**src/rtl/us_pkg.sv**
```systemverilog
// rtl/us_pkg.sv - shared state encoding and widths for the ultrasonic range filter
// Purpose: one place for the FSM states and the sample/sum/window sizes so the
//          scheduler and the averager agree on them.
// Ports:   none (package).
package us_pkg;

    localparam int DIST_W    = 9;   // distance sample width, cm
    localparam int SUM_W     = 11;  // holds 4 * 511 without overflow
    localparam int WIN_DEPTH = 4;   // moving-average window length
    localparam int FILL_W    = 3;   // counts 0..WIN_DEPTH

    typedef enum logic [2:0] {
        IDLE,
        TRIG,
        WAIT,
        ACCUM,
        GAP
    } us_state_t;

endpackage

```
**src/rtl/us_avg4.sv**
```systemverilog
// rtl/us_avg4.sv - 4-entry moving average with running sum and fill count
// Purpose: keeps the last WIN_DEPTH samples, a running sum, and publishes
//          sum/4 once the window is full.
// Ports:
//   clk, rst   system clock, asynchronous active-high reset
//   push       one-cycle strobe: shift sample into the window
//   sample     new distance sample, cm
//   avg        truncated average of the window, cm
//   avg_valid  one-cycle pulse the cycle after a push that leaves the window full
module us_avg4
    import us_pkg::*;
(
    input  logic              clk,
    input  logic              rst,
    input  logic              push,
    input  logic [DIST_W-1:0] sample,
    output logic [DIST_W-1:0] avg,
    output logic              avg_valid
);

    logic [DIST_W-1:0] win [WIN_DEPTH];
    logic [SUM_W-1:0]  sum;
    logic [SUM_W-1:0]  sum_next;
    logic [FILL_W-1:0] fill;
    logic [FILL_W-1:0] fill_next;

    // Slots start at zero, so subtracting the oldest entry is harmless while filling.
    always_comb begin
        sum_next  = sum + SUM_W'(sample) - SUM_W'(win[WIN_DEPTH-1]);
        fill_next = (fill == FILL_W'(WIN_DEPTH)) ? fill : fill + 1'b1;
    end

    always_ff @(posedge clk or posedge rst) begin
        if (rst) begin
            for (int i = 0; i < WIN_DEPTH; i++) begin
                win[i] <= '0;
            end
            sum       <= '0;
            fill      <= '0;
            avg       <= '0;
            avg_valid <= 1'b0;
        end else begin
            avg_valid <= 1'b0;
            if (push) begin
                win[0] <= sample;
                for (int i = 1; i < WIN_DEPTH; i++) begin
                    win[i] <= win[i-1];
                end
                sum  <= sum_next;
                fill <= fill_next;
                if (fill_next == FILL_W'(WIN_DEPTH)) begin
                    avg       <= sum_next[SUM_W-1:2];
                    avg_valid <= 1'b1;
                end
            end
        end
    end

endmodule

```
**src/rtl/us_range_filter.sv**
```systemverilog
// rtl/us_range_filter.sv - measurement scheduler, smoother and fault monitor for the ranging core
// Purpose: pulses us_init periodically, collects each distance sample, smooths it
//          over 4 samples, drives a hysteretic obstacle flag and flags a dead sensor.
// Ports:
//   clk, rst      system clock, asynchronous active-high reset
//   enable        1 = keep measuring; a drop takes effect at the end of the gap
//   us_done       done level from the ranging core (foreign clock domain)
//   us_distance   distance in cm, stable while us_done is high
//   us_init       measurement request to the core
//   dist_avg      moving average of the last 4 samples, cm
//   dist_valid    one-cycle pulse when dist_avg updates
//   obstacle      set below NEAR_CM, cleared above FAR_CM
//   sensor_fault  sticky: MAX_MISS consecutive timeouts seen
//   miss_cnt      saturating count of consecutive misses
module us_range_filter
    import us_pkg::*;
#(
    parameter int CLK_HZ        = 100_000_000,
    parameter int PERIOD_CYC    = 6_000_000,
    parameter int INIT_HOLD_CYC = 200,
    parameter int TIMEOUT_CYC   = 3_000_000,
    parameter int NEAR_CM       = 20,
    parameter int FAR_CM        = 25,
    parameter int MAX_MISS      = 3
) (
    input  logic              clk,
    input  logic              rst,
    input  logic              enable,
    input  logic              us_done,
    input  logic [DIST_W-1:0] us_distance,
    output logic              us_init,
    output logic [DIST_W-1:0] dist_avg,
    output logic              dist_valid,
    output logic              obstacle,
    output logic              sensor_fault,
    output logic [1:0]        miss_cnt
);

    if (FAR_CM < NEAR_CM || CLK_HZ <= 0) begin : g_cfg_check
        $error("us_range_filter: FAR_CM must be >= NEAR_CM and CLK_HZ positive");
    end

    localparam int CNT_MAX_A = (PERIOD_CYC > TIMEOUT_CYC) ? PERIOD_CYC : TIMEOUT_CYC;
    localparam int CNT_MAX   = (CNT_MAX_A > INIT_HOLD_CYC) ? CNT_MAX_A : INIT_HOLD_CYC;
    localparam int CNT_W     = $clog2(CNT_MAX + 1);

    us_state_t         state;
    logic [CNT_W-1:0]  cyc_cnt;
    logic [DIST_W-1:0] sample;
    logic [1:0]        miss_next;
    logic              sync1;
    logic              sync2;
    logic              sync_prev;
    logic              done_rise;

    always_ff @(posedge clk or posedge rst) begin
        if (rst) begin
            sync1     <= 1'b0;
            sync2     <= 1'b0;
            sync_prev <= 1'b0;
        end else begin
            sync1     <= us_done;
            sync2     <= sync1;
            sync_prev <= sync2;
        end
    end

    assign done_rise = sync2 & ~sync_prev;
    assign miss_next = (miss_cnt == 2'd3) ? 2'd3 : miss_cnt + 2'd1;

    // Period and timeout are both measured from TRIG entry, so one counter serves
    // both. It saturates rather than wraps so an oversized timeout cannot alias
    // into an early period end.
    always_ff @(posedge clk or posedge rst) begin
        if (rst) begin
            state        <= IDLE;
            cyc_cnt      <= '0;
            us_init      <= 1'b0;
            sample       <= '0;
            miss_cnt     <= 2'd0;
            sensor_fault <= 1'b0;
        end else begin
            if (cyc_cnt != CNT_W'(CNT_MAX)) begin
                cyc_cnt <= cyc_cnt + 1'b1;
            end
            case (state)
                IDLE: begin
                    if (enable) begin
                        cyc_cnt <= '0;
                        us_init <= 1'b1;
                        state   <= TRIG;
                    end
                end
                TRIG: begin
                    if (cyc_cnt >= CNT_W'(INIT_HOLD_CYC - 1)) begin
                        us_init <= 1'b0;
                        state   <= WAIT;
                    end
                end
                WAIT: begin
                    // Any rise seen while init was high is ignored: the core
                    // clears done on init, so only rises observed here are fresh.
                    if (done_rise) begin
                        sample <= us_distance;
                        state  <= ACCUM;
                    end else if (cyc_cnt >= CNT_W'(TIMEOUT_CYC - 1)) begin
                        miss_cnt <= miss_next;
                        if (int'(miss_next) >= MAX_MISS) begin
                            sensor_fault <= 1'b1;
                        end
                        state <= GAP;
                    end
                end
                ACCUM: begin
                    miss_cnt <= 2'd0;
                    state    <= GAP;
                end
                GAP: begin
                    if (cyc_cnt >= CNT_W'(PERIOD_CYC - 1)) begin
                        if (enable) begin
                            cyc_cnt <= '0;
                            us_init <= 1'b1;
                            state   <= TRIG;
                        end else begin
                            state <= IDLE;
                        end
                    end
                end
                default: state <= IDLE;
            endcase
        end
    end

    us_avg4 u_avg4 (
        .clk       (clk),
        .rst       (rst),
        .push      (state == ACCUM),
        .sample    (sample),
        .avg       (dist_avg),
        .avg_valid (dist_valid)
    );

    // Between the two thresholds the previous decision stands.
    always_ff @(posedge clk or posedge rst) begin
        if (rst) begin
            obstacle <= 1'b0;
        end else if (dist_valid) begin
            if (dist_avg < DIST_W'(NEAR_CM)) begin
                obstacle <= 1'b1;
            end else if (dist_avg > DIST_W'(FAR_CM)) begin
                obstacle <= 1'b0;
            end
        end
    end

endmodule
```
**config.mk**
```make
export PLATFORM = sky130hd
export DESIGN_NAME = us_range_filter
export DESIGN_NICKNAME = d
export VERILOG_FILES = /design/src/rtl/us_pkg.sv /design/src/rtl/us_avg4.sv /design/src/rtl/us_range_filter.sv
export SDC_FILE = /design/constraint.sdc
export NUM_CORES = 1
export LEC_CHECK = 0
export CORE_MARGIN = 4
export CORE_UTILIZATION = 27
export CTS_BUF_LIST = sky130_fd_sc_hd__clkbuf_8
export CTS_CLUSTER_SIZE = 12
export DETAILED_ROUTE_END_ITERATION = 16
export PLACE_DENSITY = 0.4
export SLEW_MARGIN = 5
export SYNTH_ARGS = -nofsm -noshare
export SYNTH_HDL_FRONTEND = slang
export SYNTH_SLANG_ARGS = --single-unit
export TNS_END_PERCENT = 30
```
**constraint.sdc**
```tcl
create_clock -name clk -period 3.6 [get_ports clk]
set_input_delay 0.54 -clock clk [delete_from_list [all_inputs] [get_ports clk]]
set_output_delay 0.54 -clock clk [all_outputs]
set_load 0.05 [all_outputs]
```
# Word level (Yosys, flattened, before mapping)
# Index checks and enable logic that the tools add are counted.
# word_totals
word_cells	81
output_inout_bits	15
in_bits	13
register_bits	103
# op_classes
reduce_logical	11
n_mux	24
eq_ne	14
addsub	5
n_bitwise	3
n_lt_le_gt_ge	6
# ops
op	count
$mux 23	3
$pmux 23 s2	1
$add 23x1->23 const B	1
$ge 23x22->1 const B	1
$ge 23x23->1 const B	1
$ge 23x8->1 const B	1
$ne 23x23->1 const B	1
$mux 3	6
$pmux 3 s5	1
$add 11x9->11	1
$sub 11x9->11	1
$ne 2x2->1 const B	5
$eq 3x3->1 const B	3
$gt 9x5->1 const B	1
$lt 9x5->1 const B	1
$mux 1	8
$reduce_and 4->1	2
$eq 3x2->1 const B	2
$mux 2	3
$reduce_and 2->1	3
$reduce_and 3->1	2
$pmux 2 s2	1
$reduce_bool 2->1	2
$add 3x1->3 const B	1
other kinds (10)	11

# Depth between registers and ports, before layout
# Gate-level depths: netlist of the first run.
# depth
ltp_word	5
ltp_mapped	12
mapped_depth_nobuf	12

# By module
# Synthesis of the first run repeated with hierarchy kept, for this count alone.
# hier_totals
hier_cells	492
hier_area_um2	5297.6
# by_module_without_submodules
module	seq_area_each_um2	cells_per_inst	area_each_um2	instances
us_avg4	1501.4	261	3055.4	1
us_range_filter	1076.0	231	2242.2	1

# Worst setup path after synthesis of the first run
# OpenSTA, ideal clock, no wires.
# synth_path
path_type	register to register
start	register sample[1]
end	register u_avg4.sum[8]
n_path_buf	0
stages_incl_launch_ff	10
synth_period_minus_slack_ns	2.579
slack_ns	1.021
arrival_time_ns	2.510
required_time_ns	3.531
setup_time_ns	0.069
cell_sequence	dfrtp_1 > inv_1 > fa_1 > fa_1 > nor2b_1 > o2111ai_1 > nand3b_1 > a21oi_1 > or4b_2 > nand3_1
# synth_between
elab_chain_cells	2
# synth_lines
item	line_no	rtl
from (decl)	us_range_filter.sv:49	logic [DIST_W-1:0] sample;
from (signal assigned)	us_range_filter.sv:104	sample <= us_distance;
$add 11x9->11	us_avg4.sv:29	sum_next = sum + SUM_W'(sample) - SUM_W'(win[WIN_DEPTH-1]);
$sub 11x9->11	us_avg4.sv:29	
to (signal assigned)	us_avg4.sv:49	sum <= sum_next;
to (decl)	us_avg4.sv:22	logic [SUM_W-1:0] sum;
# No other way between the ends.
# A chain may end at the register's enable or synchronous reset.

# Worst setup path after layout of the first run
# Same ends and word-level chain as after synthesis.

==> impl_metrics.csv, run 1 <==
group,metric,value,unit
worst_setup_path,end_kind,"register",
synthesis,yosysMostFrequentCell,"nand2_1",
clock_network,clock_latency,380,ps
min_path,hp-start,"sync2$_DFF_PP0_",
worst_setup_path,critPathTopFamily,"simple AND/OR/NAND/NOR gates",
timing,setup_slack,819,ps
power_and_ir_drop,comb_power_share,0.550,
synthesis,ys_ff_latch,103,
timing,fin_crit_sh,0.772,
power_and_ir_drop,power.switching,0.00267,W
synthesis,synth_commonest_cells,"140 x nand2_1, 103 x dfrtp_1, 49 x inv_1",
clock_network,path_clk_slew,110,ps
timing,finalCriticalPeriod,2780,ps
routing,wl_met2,5210,um
placement,placed_area,5770,sq um
worst_setup_path,startpoint_type,"register",
floorplan,rows,50,
grt,grt_first_pass_wirelength,19100,um
floorplan,ioPinCount,28,
synthesis,syn_area,5240,sq um
clock_network,cts_tree,"built",
timing,finalClockSkew,13.4,ps
placement,hpwl,7840,um
timing,setup_tns,0,ps
routing,met3_length,327,um
synthesis,syn-instance-count,578,
power_and_ir_drop,switching_share,0.455,
grt,antenna_found_initial,0,
finish,final_util,0.317,
synthesis,synth_fp_nets,615,
power_and_ir_drop,peakVddDrop,339,uV
power_and_ir_drop,internal_power,0.00320,W
synthesis,async_flop_share,1.00,
placement,io_buffers,27,
flow_run,maxCapViolations,0,
synthesis,ys_seq_area_frac,0.492,
worst_setup_path,required,3920,ps
routing,drt_iter0_drc,185,
synthesis,netlist.top_cell.by_area,"dfrtp_1",
grt,grt_util_all_layers,0.109,
finish,fin_area,5990,sq um
worst_setup_path,cp-startpoint,"sample[1]$_DFFE_PP0P_",
worst_setup_path,crit_arrival,3110,ps
power_and_ir_drop,pwr-share-clk,0.141,
routing,vias_per_cell,4.43,
timing,tightest_slew,693,ps
timing,rsz0062_at_grt,"no",
power_and_ir_drop,power_density,980,nW/um^2
routing,topRoutingLayerUsed,"met4",
grt,grt_pass1_vias,3704,
grt,grt_max_degree,69,
min_path,hold_class,"register to register",
synthesis,synth_area_leaders,"dfrtp_1 49%, nand2_1 10%, o21ai_0 3.8%, ha_1 3.6%, inv_1 3.5%",
power_and_ir_drop,power_leakage,2.88,nW
grt,grt_remaining_overflow,0,
timing,setup_viol_count_final,0,
clock_network,numClockSinks,103,
clock_network,cts_inserted_buffers,9,
synthesis,yosys_most_used_dff,"dfrtp_1",
timing,fin_hold_ws,374,ps
worst_setup_path,cp_slowest_cell,"or4b_2",
placement,place.gp.congestion,0.797,
synthesis,ys_warn_count,0,
worst_setup_path,worstPathBufferInverterCount,1,
clock_network,postCtsHoldBufs,0,
finish,nNetsFinal,636,
power_and_ir_drop,seq_power_share,0.309,
worst_setup_path,crit_top_cell,"fa_1",
synthesis,synth_edf_count,0,
worst_setup_path,cp_max_fo,4,
finish,diodes,0,
timing,drv_slew,0,
clock_network,ctsResizeCount,0,
floorplan,core_region_area,18900,sq um
synthesis,synth_cell_types,54,
clock_network,clockBufferDepth,2,
clock_network,htreeDepth,3,
finish,drive_gt1_frac,0.0480,
timing,maxSlewHeadroom,0.538,
synthesis,yosys.area.top_type_share,0.492,
clock_network,post-cts-setup-buffers,0,
worst_setup_path,slowest_delay,620,ps
worst_setup_path,reg2reg_from,"sample[1]$_DFFE_PP0P_",
floorplan,dieArea,21700,sq um
routing,num_vias,3827,
floorplan,die_h,147,um
floorplan,start_util,0.277,
routing,wl_met1,5410,um
routing,drc,0,
routing,wl_per_cell,12.8,um
placement,pre_cts_slack,838,ps
timing,hold_violations,0,
routing,ant_nets,0,
timing,fmax,360,MHz
worst_setup_path,criticalPathCategory,"register to register",
synthesis,syn_area_per_cell,9.06,sq um
clock_network,cts_root_buf,"clkbuf_8",
routing,drtPass1Iterations,4,
status,status,"finished clean",
worst_setup_path,path_cells,"inv_1 -> fa_1 -> fa_1 -> nor2b_1 -> o2111ai_1 -> nand3b_1 -> a21oi_1 -> or4b_2 -> nand3_1",
floorplan,die_w,147,um
routing,wirelength,11100,um
finish,area_delta_synth_final,14.4,%
[per-layer routing]
| layer | track usage | vias to the layer above |
|---|---|---|
| met2 | 0.178 | 47 |
| met3 | 0.0290 | 12 |
| met5 | 0 | - |
| met1 | 0.145 | 1845 |
| met4 | 0.0280 | 0 |
| li1 | - | 1923 |
[cell families (layout without fill, tap and decap cells)]
| kind of cell | count (synthesis) | count (layout) | share of synthesized area |
|---|---|---|---|
| flops | 103 | 103 | 0.492 |
| fa+ha+maj | 24 | 24 | 0.0702 |
| xor+xnor | 32 | 32 | 0.0535 |
| mux | 3 | 3 | 0.00597 |
| compound gates | 85 | 85 | 0.0960 |
| buf+inv | 73 | 99 | 0.0571 |
| simple gates | 258 | 258 | 0.225 |
[cell usage in the layout, fill, tap and decap left out, types with 2 or more instances in the layout]
cell type          n
or3_1              2
nand2b_1           6
nor4_1             3
bufinv_16          2
a21o_1             9
a211o_1            2
xor2_1            18
nand3_1           12
nand2_1          140
clkbuf_8           9
a211oi_1           2
or4_1              2
o21ai_0           40
a21oi_1           16
ha_1              15
clkdlybuf4s50_1   27
and4_1             4
mux2i_1            2
nor4bb_1           2
nor2_1            45
nand4_1            5
or2_1              2
dfrtp_1          103
and3_1             7
nor2b_1            4
xnor2_1           14
a31oi_1            5
inv_1             49
fa_1               9
buf_4              7
nand4b_1           4
nor3_1            11
[final timing paths]
| kind | slack, ps | cells after the start | endpoint |
|---|---|---|---|
| min in group asynchronous | 610 | 2 | sample[0]$_DFFE_PP0P_ |
| max in group asynchronous | 2250 | 3 | u_avg4.sum[9]$_DFFE_PP0N_ |
| worst min-delay path | 370 | 0 | sync_prev$_DFF_PP0_ |
| worst min register to register | 370 | 0 | sync_prev$_DFF_PP0_ |
| worst max-delay path | 820 | 9 | u_avg4.sum[8]$_DFFE_PP0N_ |
| worst max register to register | 820 | 9 | u_avg4.sum[8]$_DFFE_PP0N_ |
[worst reg2reg max path, delay by kind of cell, from the launching register on]
kind	cells	cell delay (ps)
and+or+nand+nor	4	1040
adders and majority gates	2	1000
DFF	1	340
AOI/OAI and AO/OA	2	290
buffers and inverters	1	70
[stage by stage]
step	power [W]	cells
5_1_grt	0.00651	864
3_5_place_dp	0.00511	848
3_3_place_gp	0.00506	848
4_1_cts	0.00597	864
6_report	0.00588	864
2_1_floorplan	0.00428	578
[state kept, by name, summed over array words and instances, names as in the netlist]
name,count
cyc_cnt,23
miss_cnt,2
obstacle,1
sample,9
sensor_fault,1
state,3
sync1,1
sync2,1
sync_prev,1
u_avg4.avg,9
u_avg4.avg_valid,1
u_avg4.fill,3
u_avg4.sum,11
u_avg4.win,36
us_init,1
[cell type report]
type | instances | area [sq um]
tap | 260 | 325
clock inverter | 7 | 96.3
fill | 1972 | 12900
sequential | 103 | 2580
clock buffer | 9 | 124
timing repair buffer | 34 | 323
multi-input combinational | 402 | 2360
inverter | 49 | 186
[power groups by stage]
stage	logic, W	registers (W)	clock network (W)
final	0.00323	0.00182	0.000830
after CTS	0.00328	0.00182	0.000871
after global placement	0.00323	0.00183	0
after global routing	0.00370	0.00188	0.000927
after detailed placement	0.00327	0.00184	0
after floorplan	0.00232	0.00196	0
Note: power is estimated with default switching activity, not from simulation.
==> inputs of run 2 (changes only) <==
Clock period 3.6 ns to 2.9 ns, I/O delays scaled along.
==> impl_metrics.csv, run 2 (synthesis gave the netlist of run 1 again) <==
group,metric,value,unit
status,status,"finished clean",
floorplan,die_w,147,um
worst_setup_path,end_kind,"register",
grt,grt_max_degree,104,
clock_network,clockBufferDepth,2,
worst_setup_path,startpoint_type,"register",
power_and_ir_drop,switching_share,0.456,
power_and_ir_drop,seq_power_share,0.311,
finish,final_common_cell,"nand2_1",
clock_network,cts_inserted_buffers,9,
power_and_ir_drop,pwr-share-clk,0.122,
routing,ant_nets,0,
routing,num_vias,3761,
clock_network,path_clk_slew,110,ps
clock_network,clock_latency,380,ps
worst_setup_path,required,3220,ps
worst_setup_path,cp_max_fo,4,
power_and_ir_drop,comb_power_share,0.566,
finish,mostFrequentLayoutCells,"140 x nand2_1, 103 x dfrtp_1, 49 x inv_1",
finish,area_delta_synth_final,14.4,%
clock_network,cts_root_buf,"clkbuf_8",
grt,grt_remaining_overflow,0,
timing,tightest_slew,599,ps
worst_setup_path,crit_arrival,3000,ps
timing,fmax,373,MHz
worst_setup_path,cp_slowest_cell,"or4b_2",
finish,regMostFlops,"u_avg4.win",
routing,drc,0,
routing,drt_iter0_drc,112,
floorplan,start_util,0.277,
finish,fillers,2017,
routing,wirelength,11100,um
floorplan,dieArea,21700,sq um
worst_setup_path,criticalPathCategory,"register to register",
timing,setup_tns,0,ps
worst_setup_path,slowest_delay,620,ps
placement,pre_cts_slack,128,ps
clock_network,numClockSinks,103,
finish,reg.largest.list,"u_avg4.win (36), cyc_cnt (23), u_avg4.sum (11)",
grt,antenna_found_initial,0,
min_path,hold_class,"register to register",
floorplan,ioPinCount,28,
timing,hold_violations,0,
routing,wl_per_cell,12.8,um
floorplan,rows,50,
timing,finalClockSkew,17.6,ps
flow_run,maxCapViolations,0,
routing,vias_per_cell,4.34,
timing,fin_crit_sh,0.924,
routing,drtPass1Iterations,4,
floorplan,core_region_area,18900,sq um
timing,setup_viol_count_final,0,
power_and_ir_drop,power.switching,0.00330,W
power_and_ir_drop,power_density,1210,nW/um^2
placement,io_buffers,27,
power_and_ir_drop,power.total,0.00723,W
placement,place.gp.congestion,0.752,
finish,drive_gt1_frac,0.0545,
timing,finalCriticalPeriod,2680,ps
grt,grt_util_all_layers,0.109,
placement,hpwl,7620,um
grt,grt_pass1_vias,3793,
timing,maxSlewHeadroom,0.599,
worst_setup_path,path_cells,"inv_1 -> fa_1 -> fa_2 -> nor2b_2 -> o2111ai_1 -> nand3b_1 -> a21oi_1 -> or4b_2 -> nand3_1",
grt,grt_first_pass_wirelength,19200,um
timing,drv_slew,0,
clock_network,htreeDepth,3,
power_and_ir_drop,internal_power,0.00393,W
finish,fin_area,5990,sq um
finish,largest_register_ffs,36,
worst_setup_path,worstPathBufferInverterCount,1,
finish,final_cells,866,
power_and_ir_drop,peakVddDrop,478,uV
finish,diodes,0,
finish,nNetsFinal,638,
timing,setup_slack,220,ps
power_and_ir_drop,power_leakage,2.88,nW
placement,place_inst,849,
floorplan,die_h,147,um
placement,placed_area,5790,sq um
clock_network,cts_tree,"built",
worst_setup_path,critPathTopFamily,"simple AND/OR/NAND/NOR gates",
timing,rsz0062_at_grt,"no",
## run 2: layout make-up
cell class	instances	area [sq um]	area share
Sequential cell	103	2580	0.430
Multi-Input combinational cell	402	2370	0.395
Timing Repair Buffer	36	350	0.0585
Tap cell	260	325	0.0543
Inverter	49	188	0.0313
Clock buffer	11	151	0.0253
Clock inverter	5	33.8	0.00564
## run 2: final timing paths
| check | from | endpoint | slack [ps] | cells after the start |
|---|---|---|---|---|
| max | sample[1]$_DFFE_PP0P_ | u_avg4.sum[8]$_DFFE_PP0N_ | 220 | 9 |
| min | sync1$_DFF_PP0_ | sync2$_DFF_PP0_ | 360 | 0 |
| max reg2reg | sample[1]$_DFFE_PP0P_ | u_avg4.sum[8]$_DFFE_PP0N_ | 220 | 9 |
| min reg2reg | sync1$_DFF_PP0_ | sync2$_DFF_PP0_ | 360 | 0 |
| max in group asynchronous | rst | u_avg4.avg[3]$_DFFE_PP0P_ | 1930 | 3 |
| min in group asynchronous | rst | cyc_cnt[7]$_DFF_PP0_ | 570 | 3 |
## run 2: worst reg2reg max path, cell delays in order, from the launching register on
cell and delay, ps:
dfrtp_1 340, inv_1 70, fa_1 530, fa_2 430, nor2b_2 140, o2111ai_1 150, nand3b_1 150, a21oi_1 120
or4b_2 620, nand3_1 80
## run 2: layer usage
metal / global-route usage / routed length [um] / vias to the layer above / share of wire
met3: 0.0290 / 417 / 8 / 0.038
met5: 0 / 0 / - / 0
met2: 0.174 / 5070 / 47 / 0.46
li1: - / - / 1931 / -
met4: 0.0280 / 122 / 0 / 0.011
met1: 0.147 / 5490 / 1775 / 0.49
## run 2: repair_timing
| item | CTS | global route |
|---|---|---|
| setup buffers | 0 | 1 |
| hold endpoints to repair | 0 | 0 |
| gates resized for setup | 0 | 2 |
| endpoints found under the setup margin | 0 | 1 |
| hold buffers | 0 | 0 |
## run 2: per-stage QoR
step / hold WS [ps] / util
finish: 361 / 0.317
global placement: 342 / 0.307
floorplan: 331 / -
CTS: 364 / 0.316
global route: 380 / 0.317
detailed placement: 338 / 0.307
## run 2: power groups by stage
stage	logic, W	registers (W)	clock network, W
after floorplan	0.00288	0.00243	0
after global placement	0.00408	0.00227	0
after detailed placement	0.00409	0.00228	0
after CTS	0.00411	0.00226	0.000946
after global routing	0.00472	0.00233	0.000983
final	0.00409	0.00225	0.000885
==> inputs of run 3 (changes only) <==
Settings changed: CORE_UTILIZATION 27 to 45, PLACE_DENSITY 0.4 to 0.61.
Clock period 2.9 ns to 3.2 ns, I/O delays scaled along.
==> impl_metrics.csv, run 3 (synthesis gave the netlist of run 1 again) <==
group,metric,value,unit
status,status,"finished clean",
clock_network,postCtsHoldBufs,0,
worst_setup_path,timing.rr.end,"u_avg4.sum[8]$_DFFE_PP0N_",
floorplan,core_region_area,11400,sq um
worst_setup_path,critPathTopFamily,"simple AND/OR/NAND/NOR gates",
power_and_ir_drop,peakVddDrop,610,uV
floorplan,die_w,116,um
finish,fin_area,5820,sq um
worst_setup_path,cp_slowest_cell,"or4b_2",
clock_network,htreeDepth,3,
floorplan,rows,39,
finish,nNetsFinal,635,
floorplan,die_h,116,um
worst_setup_path,crit_top_cell,"fa_1",
flow_run,maxCapViolations,0,
worst_setup_path,end_kind,"register",
clock_network,cts_inserted_buffers,9,
timing,maxSlewHeadroom,0.436,
clock_network,post-cts-setup-buffers,0,
min_path,hold_class,"register to register",
placement,place.gp.congestion,0.840,
finish,largest_register_ffs,36,
routing,vias_per_cell,5.10,
worst_setup_path,criticalPathCategory,"register to register",
timing,fin_crit_sh,0.882,
routing,wl_per_cell,13.3,um
grt,grt_first_pass_wirelength,17600,um
finish,regMostFlops,"u_avg4.win",
worst_setup_path,crit_arrival,3140,ps
finish,mostFrequentLayoutCells,"140 x nand2_1, 103 x dfrtp_1, 48 x inv_1",
finish,final_common_cell,"nand2_1",
floorplan,ioPinCount,28,
placement,placed_area,5630,sq um
timing,rsz0062_at_grt,"no",
grt,antenna_found_initial,0,
clock_network,path_clk_slew,110,ps
routing,drc,0,
grt,grt_max_degree,69,
worst_setup_path,reg2reg_from,"sample[1]$_DFFE_PP0P_",
floorplan,start_util,0.459,
finish,reg.largest.list,"u_avg4.win (36), cyc_cnt (23), u_avg4.sum (11)",
timing,drv_slew,0,
worst_setup_path,path_cells,"inv_1 -> fa_1 -> fa_1 -> nor2b_1 -> o2111ai_1 -> nand3b_1 -> a21oi_1 -> or4b_2 -> nand3_1",
placement,hpwl,7000,um
timing,fin_hold_ws,369,ps
grt,grt_remaining_overflow,0,
worst_setup_path,reg2regPathDepth,9,
clock_network,clock_latency,380,ps
worst_setup_path,rrSetupSlack,380,ps
min_path,hp-start,"sync1$_DFF_PP0_",
power_and_ir_drop,power_leakage,2.86,nW
worst_setup_path,slowest_delay,630,ps
worst_setup_path,startpoint_type,"register",
timing,fmax,354,MHz
routing,drtPass1Iterations,4,
timing,finalCriticalPeriod,2820,ps
floorplan,dieArea,13400,sq um
worst_setup_path,required,3520,ps
grt,grt_pass1_vias,3740,
finish,area_delta_synth_final,11.1,%
routing,ant_nets,0,
power_and_ir_drop,power_density,1100,nW/um^2
routing,drt_iter0_drc,273,
timing,setup_tns,0,ps
min_path,min_path_cells,0,
clock_network,numClockSinks,103,
timing,finalClockSkew,12.6,ps
timing,hold_violations,0,
routing,wirelength,9950,um
grt,grt_util_all_layers,0.164,
finish,diodes,0,
routing,num_vias,3808,
clock_network,clockBufferDepth,2,
worst_setup_path,worstPathBufferInverterCount,1,
timing,tightest_slew,846,ps
finish,drive_gt1_frac,0.0481,
power_and_ir_drop,power.total,0.00641,W
clock_network,cts_tree,"built",
worst_setup_path,cp_max_fo,4,
clock_network,ctsResizeCount,0,
timing,setup_viol_count_final,0,
placement,io_buffers,27,
clock_network,cts_root_buf,"clkbuf_8",
min_path,hold_path_end,"sync2$_DFF_PP0_",
==> run 3: cell count changes in the layout (fill, tap and decap cells not counted), sizes merged <==
cell      change
clkbuf        -2
clkinvlp      -1
inv           +3
buf           -3
==> run 3: worst max path at each step <==
stage | start | to | cells past startpoint
2_1_floorplan | rst | cyc_cnt[0]$_DFF_PP0_ | 1
3_3_place_gp | sample[1]$_DFFE_PP0P_ | u_avg4.sum[8]$_DFFE_PP0N_ | 9
3_5_place_dp | u_avg4.sum[1]$_DFFE_PP0N_ | u_avg4.sum[8]$_DFFE_PP0N_ | 9
4_1_cts | u_avg4.sum[1]$_DFFE_PP0N_ | u_avg4.sum[8]$_DFFE_PP0N_ | 9
5_1_grt | sample[1]$_DFFE_PP0P_ | u_avg4.sum[8]$_DFFE_PP0N_ | 9
6_report | sample[1]$_DFFE_PP0P_ | u_avg4.sum[8]$_DFFE_PP0N_ | 9
==> run 3: worst reg2reg max path: stages (launching register included) <==
cell and delay, ps:
dfrtp_1 340, inv_1 70, fa_1 530, fa_1 480, nor2b_1 160, o2111ai_1 170, nand3b_1 170, a21oi_1 130
or4b_2 630, nand3_1 90
==> run 3: stage by stage <==
step,util,setup WS (ps),std cells
2_1_floorplan,-,16.2,578
3_3_place_gp,0.493,490,730
3_5_place_dp,0.493,438,730
4_1_cts,0.510,388,746
5_1_grt,0.510,220,746
6_report,0.510,377,746
==> run 3: layout make-up <==
cell class | instances | area, sq um
clock buffer | 9 | 124
clock inverter | 7 | 65.1
fill | 1070 | 5600
inverter | 49 | 186
multi-input combinational | 402 | 2360
sequential | 103 | 2580
tap | 143 | 179
timing repair buffer | 33 | 328
==> run 3: power breakdown <==
part | switching (W) | total, W | internal, W | leakage, nW
logic | 0.00217 | 0.00359 | 0.00142 | 1.44
registers | 0.000294 | 0.00204 | 0.00175 | 1.33
clock network | 0.000482 | 0.000783 | 0.000300 | 0.0938
==> run 3: per-layer routing <==
layer / track usage / vias up / routed length, um
met5: 0 / - / 0
met4: 0.0402 / 0 / 34
met3: 0.0470 / 2 / 278
met2: 0.271 / 48 / 4910
met1: 0.214 / 1834 / 4720
li1: - / 1924 / -
